### config.mk
export PLATFORM = sky130hd
export DESIGN_NAME = ddr2_wr_rd_seq_flat
export DESIGN_NICKNAME = d
export VERILOG_FILES = /design/src/rtl/ddr2_wr_rd_seq_if.sv /design/src/rtl/ddr2_wr_rd_seq.sv /design/src/flat_wrapper.sv
export SDC_FILE = /design/constraint.sdc
export NUM_CORES = 1
export LEC_CHECK = 0
export CAP_MARGIN = 20
export CELL_PAD_IN_SITES_DETAIL_PLACEMENT = 0
export CELL_PAD_IN_SITES_GLOBAL_PLACEMENT = 1
export CORE_UTILIZATION = 28
export DETAILED_ROUTE_END_ITERATION = 10
export PLACE_DENSITY_LB_ADDON = 0.1
export SLEW_MARGIN = 40
export SYNTH_ARGS = -nofsm -noshare
export SYNTH_HDL_FRONTEND = slang
export SYNTH_SLANG_ARGS = --single-unit
### constraint.sdc
create_clock -name clk_in -period 5.5 [get_ports clk_in]
set_input_delay 1.1 -clock clk_in [delete_from_list [all_inputs] [get_ports clk_in]]
set_output_delay 1.1 -clock clk_in [all_outputs]
set_load 0.01 [all_outputs]
### src/rtl/ddr2_wr_rd_seq_if.sv
// ddr2_wr_rd_seq_if: single-request stb/ack port between the write/read-verify
// sequencer (master) and the DDR2 controller wrapper (slave).
//
// Handshake: the master raises stb_o with we_o/addr_o/data_o and holds all
// four unchanged until the slave pulses ack_i for exactly one cycle. A new
// request may be presented on the edge that consumes the ack_i
// (back-to-back). rdata_i is valid only in the ack_i cycle of a read.
// An ack_i while stb_o is low carries no meaning and is ignored.
interface ddr2_wr_rd_seq_if #(
  parameter int DATA_W = 128,
  parameter int ADDR_W = 27
);
  logic              stb_o;
  logic              we_o;
  logic [ADDR_W-1:0] addr_o;
  logic [DATA_W-1:0] data_o;
  logic              ack_i;
  logic [DATA_W-1:0] rdata_i;

  modport master (
    output stb_o, we_o, addr_o, data_o,
    input  ack_i, rdata_i
  );

  modport slave (
    input  stb_o, we_o, addr_o, data_o,
    output ack_i, rdata_i
  );
endinterface

### src/rtl/ddr2_wr_rd_seq.sv
// ddr2_wr_rd_seq: writes NUM_WORDS pattern words to consecutive addresses over
// the stb/ack port, then reads them back and compares against the pattern.
// Reports pass/fail, a saturating mismatch count, the first failing address
// and a per-request watchdog timeout.
//
// Optional feature: define DDR2_SEQ_STOP_ON_ERR_EN to end the run at the
// first read mismatch. Without it every word is read and every mismatch is
// counted.
//
// dbg_state_o exposes the FSM state (0 IDLE, 1 WRITE, 2 READ, 3 DONE).
module ddr2_wr_rd_seq #(
  parameter int          DATA_W    = 128,
  parameter int          ADDR_W    = 27,
  parameter int          NUM_WORDS = 3,
  parameter int          BASE_ADDR = 0,
  parameter int          ADDR_STEP = 8,
  parameter logic [31:0] SEED      = 32'hF7D5FC30,
  parameter int          TIMEOUT   = 4096,
  parameter int          ERR_W     = 16
) (
  input  logic              clk_in,
  input  logic              rst,
  input  logic              start_i,
  input  logic [1:0]        mode_i,
  output logic              busy_o,
  output logic              done_o,
  output logic              pass_o,
  output logic              timeout_o,
  output logic [ERR_W-1:0]  err_cnt_o,
  output logic [ADDR_W-1:0] first_err_addr_o,
  output logic [1:0]        dbg_state_o,
  ddr2_wr_rd_seq_if.master  bus
);

  localparam int LANES = DATA_W / 32;
  localparam int K_W   = (NUM_WORDS > 1) ? $clog2(NUM_WORDS) : 1;
  localparam int WD_W  = $clog2(TIMEOUT + 1);

  localparam logic [K_W-1:0]  K_LAST  = K_W'(NUM_WORDS - 1);
  localparam logic [WD_W-1:0] WD_LAST = WD_W'(TIMEOUT - 1);
  localparam logic [31:0]     GOLDEN  = 32'h9E3779B9;

`ifdef DDR2_SEQ_STOP_ON_ERR_EN
  localparam bit STOP_ON_ERR = 1'b1;
`else
  localparam bit STOP_ON_ERR = 1'b0;
`endif

  typedef enum logic [1:0] {
    S_IDLE  = 2'd0,
    S_WRITE = 2'd1,
    S_READ  = 2'd2,
    S_DONE  = 2'd3
  } state_t;

  state_t          state;
  logic [K_W-1:0]  k_q;
  logic [WD_W-1:0] wd_q;
  logic            wr_only_q;   // run was started in mode 01: no read phase

  // Address of word k; wraps silently at ADDR_W bits.
  function automatic logic [ADDR_W-1:0] word_addr(input logic [K_W-1:0] k);
    return ADDR_W'(64'(BASE_ADDR) + 64'(k) * 64'(ADDR_STEP));
  endfunction

  // Pattern of word k: each 32-bit lane j carries p_k ^ j.
  function automatic logic [DATA_W-1:0] word_pat(input logic [K_W-1:0] k);
    logic [31:0]       p;
    logic [DATA_W-1:0] w;
    p = SEED + 32'(k) * GOLDEN;
    w = '0;
    for (int j = 0; j < LANES; j++) w[32*j +: 32] = p ^ 32'(j);
    return w;
  endfunction

  logic [K_W-1:0]   k_nxt;
  logic             last_word;
  logic             mismatch;
  logic             wd_hit;
  logic [ERR_W-1:0] err_nxt;

  // Next-word index, compare result and saturating error count for this cycle.
  always_comb begin
    k_nxt     = k_q + K_W'(1);
    last_word = (k_q == K_LAST);
    mismatch  = (bus.rdata_i != word_pat(k_q));
    wd_hit    = (wd_q == WD_LAST);
    err_nxt   = err_cnt_o;
    if (mismatch && (err_cnt_o != '1)) err_nxt = err_cnt_o + ERR_W'(1);
  end

  assign dbg_state_o = state;

  // Sequencer FSM with all outputs registered.
  always_ff @(posedge clk_in) begin
    if (rst) begin
      state            <= S_IDLE;
      k_q              <= '0;
      wd_q             <= '0;
      wr_only_q        <= 1'b0;
      bus.stb_o        <= 1'b0;
      bus.we_o         <= 1'b0;
      bus.addr_o       <= '0;
      bus.data_o       <= '0;
      busy_o           <= 1'b0;
      done_o           <= 1'b0;
      pass_o           <= 1'b0;
      timeout_o        <= 1'b0;
      err_cnt_o        <= '0;
      first_err_addr_o <= '0;
    end else begin
      case (state)
        S_IDLE, S_DONE: begin
          if (start_i) begin
            k_q              <= '0;
            wd_q             <= '0;
            err_cnt_o        <= '0;
            first_err_addr_o <= '0;
            timeout_o        <= 1'b0;
            done_o           <= 1'b0;
            pass_o           <= 1'b0;
            busy_o           <= 1'b1;
            bus.stb_o        <= 1'b1;
            bus.addr_o       <= word_addr('0);
            bus.data_o       <= word_pat('0);
            wr_only_q        <= (mode_i == 2'b01);
            if (mode_i == 2'b10) begin
              state    <= S_READ;
              bus.we_o <= 1'b0;
            end else begin
              state    <= S_WRITE;
              bus.we_o <= 1'b1;
            end
          end
        end

        S_WRITE, S_READ: begin
          if (!bus.ack_i) begin
            // Watchdog: request outstanding too long, abandon the run.
            if (wd_hit) begin
              state     <= S_DONE;
              wd_q      <= '0;
              bus.stb_o <= 1'b0;
              busy_o    <= 1'b0;
              done_o    <= 1'b1;
              pass_o    <= 1'b0;
              timeout_o <= 1'b1;
            end else begin
              wd_q <= wd_q + WD_W'(1);
            end
          end else if (state == S_WRITE) begin
            wd_q <= '0;
            if (last_word) begin
              if (wr_only_q) begin
                state     <= S_DONE;
                bus.stb_o <= 1'b0;
                busy_o    <= 1'b0;
                done_o    <= 1'b1;
                pass_o    <= 1'b1;
              end else begin
                state      <= S_READ;
                k_q        <= '0;
                bus.we_o   <= 1'b0;
                bus.addr_o <= word_addr('0);
                bus.data_o <= word_pat('0);
              end
            end else begin
              k_q        <= k_nxt;
              bus.addr_o <= word_addr(k_nxt);
              bus.data_o <= word_pat(k_nxt);
            end
          end else begin
            wd_q      <= '0;
            err_cnt_o <= err_nxt;
            if (mismatch && (err_cnt_o == '0)) first_err_addr_o <= bus.addr_o;
            if (last_word || (STOP_ON_ERR && mismatch)) begin
              state     <= S_DONE;
              bus.stb_o <= 1'b0;
              busy_o    <= 1'b0;
              done_o    <= 1'b1;
              pass_o    <= (err_nxt == '0);
            end else begin
              k_q        <= k_nxt;
              bus.addr_o <= word_addr(k_nxt);
              bus.data_o <= word_pat(k_nxt);
            end
          end
        end

        default: state <= S_IDLE;
      endcase
    end
  end

endmodule

### src/flat_wrapper.sv
// flat-port wrapper written by rule: the top's interface ports become plain ports
module ddr2_wr_rd_seq_flat 
#(
  parameter int          DATA_W    = 128,
  parameter int          ADDR_W    = 27,
  parameter int          NUM_WORDS = 3,
  parameter int          BASE_ADDR = 0,
  parameter int          ADDR_STEP = 8,
  parameter logic [31:0] SEED      = 32'hF7D5FC30,
  parameter int          TIMEOUT   = 4096,
  parameter int          ERR_W     = 16
)
  (clk_in, rst, start_i, mode_i, busy_o, done_o, pass_o, timeout_o, err_cnt_o, first_err_addr_o, dbg_state_o, bus_stb_o, bus_we_o, bus_addr_o, bus_data_o, bus_ack_i, bus_rdata_i);
  ddr2_wr_rd_seq_if #(.DATA_W(DATA_W), .ADDR_W(ADDR_W)) bus_i ();
  input  logic clk_in;
  input  logic rst;
  input  logic start_i;
  input  logic [1:0] mode_i;
  output logic busy_o;
  output logic done_o;
  output logic pass_o;
  output logic timeout_o;
  output logic [ERR_W-1:0] err_cnt_o;
  output logic [ADDR_W-1:0] first_err_addr_o;
  output logic [1:0] dbg_state_o;
  output wire logic [$bits(bus_i.stb_o)-1:0] bus_stb_o;
  output wire logic [$bits(bus_i.we_o)-1:0] bus_we_o;
  output wire logic [$bits(bus_i.addr_o)-1:0] bus_addr_o;
  output wire logic [$bits(bus_i.data_o)-1:0] bus_data_o;
  input wire logic [$bits(bus_i.ack_i)-1:0] bus_ack_i;
  input wire logic [$bits(bus_i.rdata_i)-1:0] bus_rdata_i;
  assign bus_stb_o = bus_i.stb_o;
  assign bus_we_o = bus_i.we_o;
  assign bus_addr_o = bus_i.addr_o;
  assign bus_data_o = bus_i.data_o;
  assign bus_i.ack_i = bus_ack_i;
  assign bus_i.rdata_i = bus_rdata_i;
  ddr2_wr_rd_seq #(.DATA_W(DATA_W), .ADDR_W(ADDR_W), .NUM_WORDS(NUM_WORDS), .BASE_ADDR(BASE_ADDR), .ADDR_STEP(ADDR_STEP), .SEED(SEED), .TIMEOUT(TIMEOUT), .ERR_W(ERR_W)) u_core (.clk_in(clk_in), .rst(rst), .start_i(start_i), .mode_i(mode_i), .busy_o(busy_o), .done_o(done_o), .pass_o(pass_o), .timeout_o(timeout_o), .err_cnt_o(err_cnt_o), .first_err_addr_o(first_err_addr_o), .dbg_state_o(dbg_state_o), .bus(bus_i));
endmodule
=== Word-level counts from Yosys, hierarchy flattened ===
Index checks and enable logic that the tools add are counted.

* Bits in registers: 221
* Output and inout bits: 206

* Add/sub/neg operators: 5
* Multiply operators: 2
* Equal/unequal tests: 23
* Muxes and demuxes: 72
* Bitwise gates (word level): 6
* Reduce and logical (&&, ||, !) cells: 15

{| class="wikitable"
|+ Operator list
! operator !! number
|-
| two-way mux 128 bit || 6
|-
| one-hot mux 128 bit (2 select lines) || 1
|-
| two-way mux 27 bit || 9
|-
| != test 128 bit || 1
|-
| one-hot mux 27 bit (2 select lines) || 2
|-
| adder 32 bit, first input constant || 2
|-
| multiplier 2 x 32 -> 32 bit, second input constant || 2
|-
| two-way mux 16 bit || 4
|-
| two-way mux 13 bit || 3
|-
| logical NOT 16 bit || 2
|-
| one-hot mux 16 bit (2 select lines) || 1
|-
| two-way mux 2 bit || 13
|-
| one-hot mux 13 bit (2 select lines) || 1
|-
| two-way mux 1 bit || 25
|-
| adder 16 x 1 -> 16 bit, second input constant || 1
|-
| != test 16 bit, second input constant || 1
|-
| adder 13 x 1 -> 13 bit, second input constant || 1
|-
| equality test 13 x 12 -> 1 bit, second input constant || 1
|-
| AND reduction 4 bit || 3
|-
| != test 2 bit, second input constant || 5
|-
| one-hot mux 1 bit (2 select lines) || 5
|-
| AND reduction 3 bit || 3
|-
| equality test 2 bit, second input constant || 4
|-
| != test 2 x 1 -> 1 bit, second input constant || 4
|-
| 13 further kinds || 23
|}

=== Depth between registers and ports, before layout ===
Gate-level depths: netlist of run 1.

* Depth after elaboration: 11
* Gate-level depth with buffers: 15
* Depth with buffers taken out: 11

=== Least setup slack after synthesis of run 1 ===
No wires, ideal clock.

* Kind: register -> register
* Start: reg, netlist name u_core.bus.data_o[33]
* End: reg u_core.pass_o
* Setup time: 84 ps
* Arrival: 3350 ps
* Slack: 2066 ps
* Cell stages (with the launch flop): 13
* Buffers on the path: 1
* Clock period less this slack: 3434 ps
* Cell sequence: dfxtp_1 inv_1 ha_1 ha_1 or4_1 mux2i_1 o2111ai_1 nor4_2 nand4_1 buf_6 a211oi_2 o22ai_1 o31ai_2

{| class="wikitable"
|+ RTL lines
! element !! RTL line !! source
|-
| end signal: assignment || ddr2_wr_rd_seq.sv:181 || <nowiki>pass_o <= (err_nxt == '0);</nowiki>
|-
| end: declaration || ddr2_wr_rd_seq.sv:27 || <nowiki>output logic pass_o,</nowiki>
|}

==> results of run 1 <==
[area by class of cell]
class / count / share of cell area, %
clock inverter: 4 / 1.20
tap: 260 / 4.11
multi-input combinational: 499 / 38.9
inverter: 22 / 1.04
timing repair buffer: 287 / 36.2
clock buffer: 12 / 3.24
sequential: 60 / 15.2
antenna: 3 / 0.0949
[layout by cell type, fill, tap and decap left out, drive strengths merged, types with 4 or more instances in the layout]
master | synthesis | layout
a211oi | 8 | 8
a21oi | 41 | 41
a22oi | 6 | 6
a311oi | 6 | 6
a31oi | 12 | 12
a41oi | 6 | 6
and3 | 6 | 6
and4 | 5 | 5
clkbuf | 26 | 12
clkdlybuf4s50 | 0 | 284
conb | 1 | 54
dfxtp | 60 | 60
ha | 15 | 15
inv | 22 | 22
mux2i | 8 | 8
nand2 | 40 | 40
nand2b | 7 | 7
nand3 | 20 | 20
nand3b | 6 | 6
nand4 | 22 | 22
nand4b | 10 | 10
nor2 | 59 | 59
nor2b | 5 | 5
nor3 | 22 | 22
nor3b | 5 | 5
nor4 | 12 | 12
o21ai | 27 | 27
o22ai | 7 | 7
or3 | 12 | 12
or3b | 4 | 4
or4 | 9 | 9
or4b | 4 | 4
xnor2 | 16 | 16
xor2 | 16 | 16
[per-layer routing]
layer	up-vias	wire, um
met5	-	10
met1	2580	8120
met3	24	1160
met4	2	429
li1	2682	-
met2	219	10200
[worst min-delay path by stage]
stage                                           from  depth (start not counted)                    endpoint  slack [ns]
after global placement    u_core.first_err_addr_o[4]                          2  u_core.first_err_addr_o[4]        0.44
after detailed placement  u_core.first_err_addr_o[4]                          2  u_core.first_err_addr_o[4]        0.46
after global routing      u_core.first_err_addr_o[4]                          2  u_core.first_err_addr_o[4]        0.48
after floorplan                      u_core.wd_q[11]                          2             u_core.wd_q[11]        0.44
after CTS                 u_core.first_err_addr_o[4]                          2  u_core.first_err_addr_o[4]        0.46
final                     u_core.first_err_addr_o[3]                          2  u_core.first_err_addr_o[3]        0.46
[registers in the layout, summed over array words and instances, names as in the netlist]
register	flops
u_core.bus.data_o	21
u_core.err_cnt_o	16
u_core.wd_q	13
u_core.dbg_state_o	2
u_core.first_err_addr_o	2
u_core.bus.stb_o	1
u_core.bus.we_o	1
u_core.done_o	1
u_core.pass_o	1
u_core.timeout_o	1
u_core.wr_only_q	1
[stage by stage]
| stage | area (um2) | total power [uW] |
|---|---|---|
| floorplan | 5710 | 1730 |
| CTS | 7900 | 2990 |
| global placement | 7530 | 2300 |
| global route | 7910 | 3150 |
| detailed placement | 7550 | 2320 |
| finish | 7910 | 2960 |
[Yosys cell counts, drive strengths merged (9+ instances only)]
master and number:
nor3 22, nand4b 10, nand3 20, or3 12
buf 170, nor4 12, a31oi 12, ha 15
xor2 16, nor2 59, or4 9, dfxtp 60
clkbuf 26, nand4 22, inv 22, o21ai 27
a21oi 41, nand2 40, xnor2 16
[tightest hold or removal path: stages (launching register included)]
cell     delay, ns
dfxtp_1       0.31
nand2_1       0.05
a21oi_1       0.05
[power by group through the flow]
stage	Combinational [uW]	Clock [uW]	Sequential [uW]
after floorplan	1090	0	643
after global placement	1670	0	634
after detailed placement	1670	0	645
after CTS	1680	679	635
after global routing	1800	701	652
final	1660	667	629
[cell families (layout without fill, tap and decap cells)]
| group | Yosys count | in the layout | share of synthesized area, % |
|---|---|---|---|
| buffers and inverters | 218 | 325 | 26.5 |
| XOR/XNOR | 32 | 32 | 5.08 |
| multiplexers | 8 | 8 | 1.45 |
| AO/OA/AOI/OAI | 132 | 132 | 15.4 |
| adder cells (fa/ha/maj) | 15 | 15 | 3.40 |
| flip-flops | 60 | 60 | 21.8 |
| other | 1 | 57 | 0.0680 |
| AND/OR/NAND/NOR | 258 | 258 | 26.3 |
==> results.yml, run 1 <==
timing:
  rsz0062_at_grt: "false"
  fin_skew_ns: 0.00744
  min_period_over_period_pct: 85.1
  tightest_slew_ns: 0.751
  slew_viol_final: 0
  period_needed_ns: 4.68
  hold_ws_ns: 0.457
  slew_headroom_pct: 49.9
  final_hold_viol_count: 0
  fin_ws_ns: 0.819
  tns_ns: 0
  setup_viol: 0
  fmax_mhz: 214
logic_synthesis:
  synth-async-reset-ratio_pct: 0
  ys_ff_latch: 60
  yosysUniqueCellTypes: 61
  synth.avg_cell_area_um2: 7.61
  synthFlopType: "dfxtp_1"
  synth_edf_count: 0
  synth_area_leaders: "buf_4 22%, dfxtp_1 22%, nor2_1 4.0%"
  yosysTopAreaCell: "buf_4"
  yosysTopAreaCellShare_pct: 22.1
  yosys_warnings: 0
  syn_area_um2: 5510
  syn_inst: 724
  yosysSeqAreaShare_pct: 21.8
worst_setup_path:
  reg2reg_setup_slack_ns: 0.82
  cp-end-kind: "flop"
  r2r-start: "u_core.bus.data_o[99]"
  cpPeakStageDelay_ns: 0.78
  endpoint: "u_core.pass_o"
  cp.required_ns: 5.74
  crit_fanout: 20
  crit_path_cell_trace: "ha_1 > ha_1 > or4_1 > mux2i_1 > o2111ai_1 > nor4_2 > nand4_1 > a311oi_1 > o22ai_1 > o31ai_2"
  rr_endpoint: "u_core.pass_o"
  cp.depth: 10
  path_buf_inv: 0
  arrival_ns: 4.92
  cp_common_cell: "ha_1"
  crit_family: "simple AND/OR/NAND/NOR gates"
  cp_slowest_cell: "dfxtp_1"
  crit_type: "flop to flop"
  start_kind: "flop"
  crit_start: "u_core.bus.data_o[99]"
  r2r_cells: 10
floorplanning:
  die_w_um: 142
  dieArea_um2: 20300
  core_area_um2: 19000
  die-height_um: 142
  start_util_pct: 29.0
  pin_count: 340
  num_rows: 50
flow_run:
  drv_cap: 0
layout:
  fin_util_pct: 41.6
  layout-drive-gt1-share_pct: 2.94
  register_area_um2: 1200
  area_growth_pct: 43.5
  multiInputGateArea_um2: 3080
  fin_nets: 1028
  fillers: 1961
  finalNonFillerCells: 1147
power_and_ir_drop:
  ir_worst_vdd_mv: 0.217
  netSwitchingFraction_pct: 38.6
  p_per_area_nw_per_um2: 374
  p_comb_share_pct: 56.2
  internal-power_uw: 1820
  switchingPower_uw: 1140
  p_leak_uw: 0.00281
  seq_power_share_pct: 21.3
  clkPwrFrac_pct: 22.5
global_route:
  use_met1_pct: 21.9
  antenna_found_initial: 4
  grt.total_usage_pct: 19.0
  met3_usage_pct: 3.26
  grt_pass1_vias: 5094
  grt_pass1_wl_um: 29000
  grt_util_met2_pct: 34.9
  top_usage_layer: "met2"
  grt_max_degree: 53
  gr-total-overflow: 0
clock_tree:
  path_clk_slew_ns: 0.05
  clock_path_buffers: 2
  cts_buffers: 9
  post_cts_resize_count: 0
  ctsHtreeMaxLevel: 3
  clock_sinks: 60
  postCtsHoldBufs: 0
  cts_tree: "yes"
  post-cts-setup-buffers: 0
  clk_latency_ns: 0.33
  root_buffer: "clkbuf_16"
placed_design:
  io_buffer_count: 285
  gp_congestion: 0.843
  dp.cells: 1128
  dp_slack_ns: 0.855
  post-dp-hpwl_um: 16100
route:
  first_pass_iters: 5
  first_iter_violations: 276
  num_vias: 5507
  final_antenna_net_count: 0
  via_per_inst: 4.80
  drc: 0
  drt_wl_total_um: 19900
  wl_per_cell_um: 17.3
worst_hold_path:
  hold_path_class: "flop to flop"
status:
  status: "finished clean"
Note: power is estimated with default switching activity, not from simulation.
==> run 2, diff against run 1 <==
- ABC_AREA: unset -> 1
- CORE_UTILIZATION: 28 -> 29
==> results.yml, run 2 <==
global_route:
  grt_util_met2_pct: 35.7
  use_met1_pct: 25.1
  grt_pass1_vias: 7051
  grt.total_usage_pct: 20.2
  antenna_found_initial: 2
  grt_max_degree: 35
  met3_usage_pct: 3.76
  grt_pass1_wl_um: 39800
  gr-total-overflow: 0
  top_usage_layer: "met2"
worst_setup_path:
  reg2reg_setup_slack_ns: 1.35
  cp.required_ns: 5.77
  r2r-start: "u_core.bus.data_o[99]"
  crit_type: "flop to flop"
  r2r_cells: 23
  start_kind: "flop"
  crit_fanout: 21
  cp-end-kind: "flop"
  arrival_ns: 4.42
  rr_endpoint: "u_core.pass_o"
power_and_ir_drop:
  netSwitchingFraction_pct: 47.9
  ir_worst_vdd_mv: 0.186
  p_per_area_nw_per_um2: 450
  internal-power_uw: 2240
  p_comb_share_pct: 69.0
  switchingPower_uw: 2060
  p_leak_uw: 0.00428
  clkPwrFrac_pct: 15.2
  seq_power_share_pct: 15.8
logic_synthesis:
  synthFlopType: "dfxtp_1"
  yosysSeqAreaShare_pct: 16.9
  yosys-top-cells-count: "402 x nand2_1, 167 x buf_4, 152 x nor2_1"
  yosysUniqueCellTypes: 36
  synth_area_leaders: "nand2_1 21%, buf_4 18%, dfxtp_1 17%"
  synth_edf_count: 0
  yosysTopAreaCellShare_pct: 21.2
  yosys_warnings: 0
  synth-async-reset-ratio_pct: 0
  synth.avg_cell_area_um2: 5.68
  yosysTopAreaCell: "nand2_1"
  syn_inst: 1254
  ys_ff_latch: 60
  syn_area_um2: 7120
  synth.most_common_cell: "nand2_1"
status:
  status: "finished clean"
route:
  wl_per_cell_um: 14.9
  final_antenna_net_count: 0
  drt_wl_total_um: 25900
  num_vias: 7674
  drc: 0
  first_iter_violations: 351
  via_per_inst: 4.41
  first_pass_iters: 4
timing:
  tns_ns: 0
  rsz0062_at_grt: "false"
  hold_ws_ns: 0.461
  slew_headroom_pct: 45.9
  min_period_over_period_pct: 75.5
  fmax_mhz: 241
  fin_ws_ns: 1.35
  final_hold_viol_count: 0
  period_needed_ns: 4.15
  setup_viol: 0
  slew_viol_final: 0
  tightest_slew_ns: 0.811
  fin_skew_ns: 0.00541
clock_tree:
  cts_tree: "yes"
  cts_buffers: 9
  ctsHtreeMaxLevel: 3
  post_cts_resize_count: 0
  postCtsHoldBufs: 0
  path_clk_slew_ns: 0.06
  clk_latency_ns: 0.33
  clock_sinks: 60
  clock_path_buffers: 2
  post-cts-setup-buffers: 0
  root_buffer: "clkbuf_16"
floorplanning:
  num_rows: 56
  die_w_um: 159
  core_area_um2: 23800
  start_util_pct: 30.0
  die-height_um: 159
  dieArea_um2: 25200
  pin_count: 340
placed_design:
  io_buffer_count: 285
  post-dp-hpwl_um: 21200
  dpl_cell_area_um2: 9200
  dp_slack_ns: 1.31
  gp_congestion: 0.859
layout:
  layout-drive-gt1-share_pct: 2.61
  fin_util_pct: 40.2
  fin_area_um2: 9540
  final_common_cell: "nand2_1"
  area_growth_pct: 33.9
  top_regs: "u_core.bus.data_o: 21 flops, u_core.err_cnt_o: 16 flops, u_core.wd_q: 13 flops"
  fin_nets: 1564
  max_flop_register: "u_core.bus.data_o"
  largest_reg_flops: 21
  final_cell_mix: "402 x nand2_1, 285 x clkdlybuf4s50_1, 151 x nor2_1, 138 x inv_1, 75 x nand3_1"
worst_hold_path:
  hold_path_class: "flop to flop"
  min_to: "u_core.wd_q[12]"
  min-delay-start: "u_core.wd_q[12]"
  holdPathStages: 2
flow_run:
  drv_cap: 0
run 2: cell types whose count changed after synthesis, moves of 7 or more:
cell      delta
nor2_1      +93
nand3_1     +55
a31oi_1     -10
inv_1      +116
or3_1       -11
o21ai_0     +22
xor2_1       +7
clkbuf_1    -14
nand4b_1    -10
nand2_1    +362
nor3_1       -7
nand2b_1     -7
mux2i_1      -8
or4_1        -9
run 2: metrics by stage:
stage / std cells / total power [uW]
global route: 1740 / 4660
detailed placement: 1723 / 3680
floorplan: 1307 / 2750
global placement: 1723 / 3680
CTS: 1739 / 4350
finish: 1740 / 4300
run 2: power by group through the flow:
stage / registers (uW) / logic [uW] / clock network, uW
floorplan: 702 / 2050 / 0
global placement: 686 / 2990 / 0
detailed placement: 694 / 2990 / 0
CTS: 685 / 2990 / 671
global route: 705 / 3270 / 688
finish: 678 / 2960 / 654
run 2: worst max path at each step:
stage	from	end	depth (start not counted)
after CTS	u_core.bus.data_o[99]	u_core.pass_o	23
final	u_core.bus.data_o[99]	u_core.pass_o	23
after detailed placement	u_core.bus.data_o[99]	u_core.pass_o	23
after global routing	u_core.bus.data_o[99]	u_core.pass_o	20
after floorplan	u_core.bus.data_o[33]	u_core.pass_o	23
after global placement	u_core.bus.data_o[99]	u_core.pass_o	23
run 2: final cells by class:
| class | instances | area [um2] |
|---|---|---|
| fill | 2552 | 14200 |
| clock inverter | 6 | 113 |
| clock buffer | 10 | 229 |
| sequential | 60 | 1200 |
| tap | 319 | 399 |
| timing repair buffer | 290 | 2890 |
| antenna | 1 | 2.50 |
| inverter | 145 | 547 |
| multi-input combinational | 909 | 4160 |
run 2: kinds of logic (layout without fill, tap and decap cells):
logic type | count (synthesis) | count (layout) | share of synthesized area (%)
other | 1 | 55 | 0.0526
AOI/OAI and AO/OA | 110 | 110 | 8.18
DFF | 60 | 60 | 16.9
and+or+nand+nor | 688 | 688 | 39.5
adders and majority gates | 15 | 15 | 2.63
xor gates and xnor gates | 42 | 42 | 5.16
buffers and inverters | 338 | 451 | 27.6
run 2: metal layers:
metal / vias up / wire length, um
met5: - / 13
met4: 2 / 434
met3: 24 / 1410
met2: 274 / 12500
met1: 3369 / 11500
li1: 4005 / -
run 2: critical path, cell delays in order (launching register included):
cell	delay (ns)
dfxtp_1	0.34
buf_4	0.27
ha_1	0.62
ha_1	0.57
inv_1	0.11
nand2_1	0.08
nand2_1	0.07
inv_1	0.06
nand2_1	0.06
nor2_1	0.09
nand2_1	0.05
nor2_1	0.17
nand2_1	0.13
nor2_2	0.12
nand3_2	0.36
nand2_2	0.26
nand2_1	0.07
o21ai_1	0.10
nand2_1	0.08
nor2_1	0.10
nand2_1	0.06
o21bai_1	0.13
nand2_1	0.07
a21oi_2	0.10
==> run 3, diff against run 2 <==
- CORE_UTILIZATION: 29 -> 27
- clock period: 5.5 -> 4.05 ns (I/O delays scaled with it)
==> results.yml, run 3 (same netlist as run 2, synthesis figures left out) <==
status:
  status: "finished clean"
route:
  drc: 0
  via_per_inst: 4.42
  drt_wl_total_um: 26900
  wl_per_cell_um: 15.2
  num_vias: 7834
  first_pass_iters: 5
  final_antenna_net_count: 0
  first_iter_violations: 437
floorplanning:
  start_util_pct: 27.4
  num_rows: 59
  pin_count: 340
  die_w_um: 164
  die-height_um: 164
  dieArea_um2: 27000
  core_area_um2: 26000
global_route:
  antenna_found_initial: 4
  gr-total-overflow: 0
  grt_pass1_vias: 7147
  grt_pass1_wl_um: 40600
  grt_max_degree: 35
  grt.total_usage_pct: 19.9
placed_design:
  dp_slack_ns: 0.271
  post-dp-hpwl_um: 22600
  io_buffer_count: 285
  gp_congestion: 0.862
worst_setup_path:
  crit_start: "u_core.bus.data_o[99]"
  start_kind: "flop"
  r2r-start: "u_core.bus.data_o[99]"
  cp-end-kind: "flop"
  crit_type: "flop to flop"
  r2r_cells: 23
  cp.required_ns: 4.32
  crit_fanout: 20
  arrival_ns: 3.72
clock_tree:
  clock_path_buffers: 2
  clock_sinks: 60
  clk_latency_ns: 0.33
  cts_buffers: 9
  path_clk_slew_ns: 0.05
  ctsHtreeMaxLevel: 3
  postCtsHoldBufs: 0
  post-cts-setup-buffers: 0
  root_buffer: "clkbuf_16"
  cts_tree: "yes"
  post_cts_resize_count: 0
timing:
  fin_ws_ns: 0.593
  slew_viol_final: 0
  fmax_mhz: 289
  hold_ws_ns: 0.464
  slew_headroom_pct: 50.7
  period_needed_ns: 3.46
  fin_skew_ns: 0.00851
  rsz0062_at_grt: "false"
  min_period_over_period_pct: 85.4
  final_hold_viol_count: 0
  tns_ns: 0
  setup_viol: 0
  tightest_slew_ns: 0.734
layout:
  layout-drive-gt1-share_pct: 3.49
  max_flop_register: "u_core.bus.data_o"
  area_growth_pct: 34.8
  top_regs: "u_core.bus.data_o: 21 flops, u_core.err_cnt_o: 16 flops, u_core.wd_q: 13 flops"
  final_common_cell: "nand2_1"
  final_cell_mix: "402 x nand2_1, 285 x clkdlybuf4s50_1, 152 x nor2_1, 138 x inv_1, 75 x nand3_1"
  largest_reg_flops: 21
  fin_nets: 1577
power_and_ir_drop:
  p_per_area_nw_per_um2: 601
  ir_worst_vdd_mv: 0.333
  p_leak_uw: 0.00432
worst_hold_path:
  min-delay-start: "u_core.wd_q[12]"
  holdPathStages: 2
  hold_path_class: "flop to flop"
flow_run:
  drv_cap: 0
[run 3: cell count changes in the layout (fill, tap and decap cells not counted)]
cell	before	now
clkbuf_1	1	0
clkbuf_8	0	1
clkinvlp_4	0	1
buf_4	5	18
bufinv_16	3	0
diode_2	1	4
clkinv_2	1	3
nor2_2	2	1
nor2_1	151	152
[run 3: power by group]
group,switching [uW],total [uW],leakage (uW),internal [uW]
clock network,279,708,0.000138,428
logic,2330,4130,0.00369,1800
registers,209,932,0.000490,722
[run 3: final cells by class]
cell class	count	area, um2
diodes	4	10.0
clock buffers	10	239
clock inverters	6	40.0
fillers	2859	16400
inverters	145	547
multi-input cells	909	4160
flip-flops and latches	60	1200
well taps	335	419
repair buffers	303	2990
[run 3: worst max-delay path, stage by stage (launching register included)]
cell and delay [ns]:
dfxtp_1 0.59, inv_2 0.12, buf_4 0.20, ha_1 0.38, buf_4 0.19, nand3_1 0.09, nand2_1 0.09, nand2_1 0.07
inv_1 0.05, nand3_1 0.07, nor2_1 0.21, nand2_1 0.09, nor2_1 0.13, nand3_2 0.09, buf_4 0.21, nand3_1 0.09
nand2_1 0.09, nand2_1 0.07, nand2_1 0.05, nor2_1 0.11, nand2_1 0.07, o21bai_1 0.14, nand2_1 0.07, a21oi_2 0.10
[run 3: path summary, 6_finish.rpt]
check / endpoint / slack (ns)
worst min-delay path: u_core.wd_q[12] / 0.46
worst max register to register: u_core.pass_o / 0.59
worst min register to register: u_core.wd_q[12] / 0.46
worst max-delay path: u_core.pass_o / 0.59
[run 3: routing by layer]
layer | vias to the layer above | wire, um | global-route usage [%]
li1 | 4034 | - | -
met1 | 3479 | 11900 | 24.8
met2 | 294 | 13000 | 35.2
met3 | 25 | 1580 | 3.21
met4 | 2 | 485 | 5.55
met5 | - | 11 | 0
[run 3: per-stage QoR]
step                power [uW]  utilization (%)  instances  area [um2]
CTS                       5830             36.9       1768        9590
global placement          5130             35.8       1752        9310
global route              6310             36.9       1771        9600
finish                    5770             36.9       1772        9600
detailed placement        5100             35.8       1752        9310
floorplan                 3730                -       1307        7320
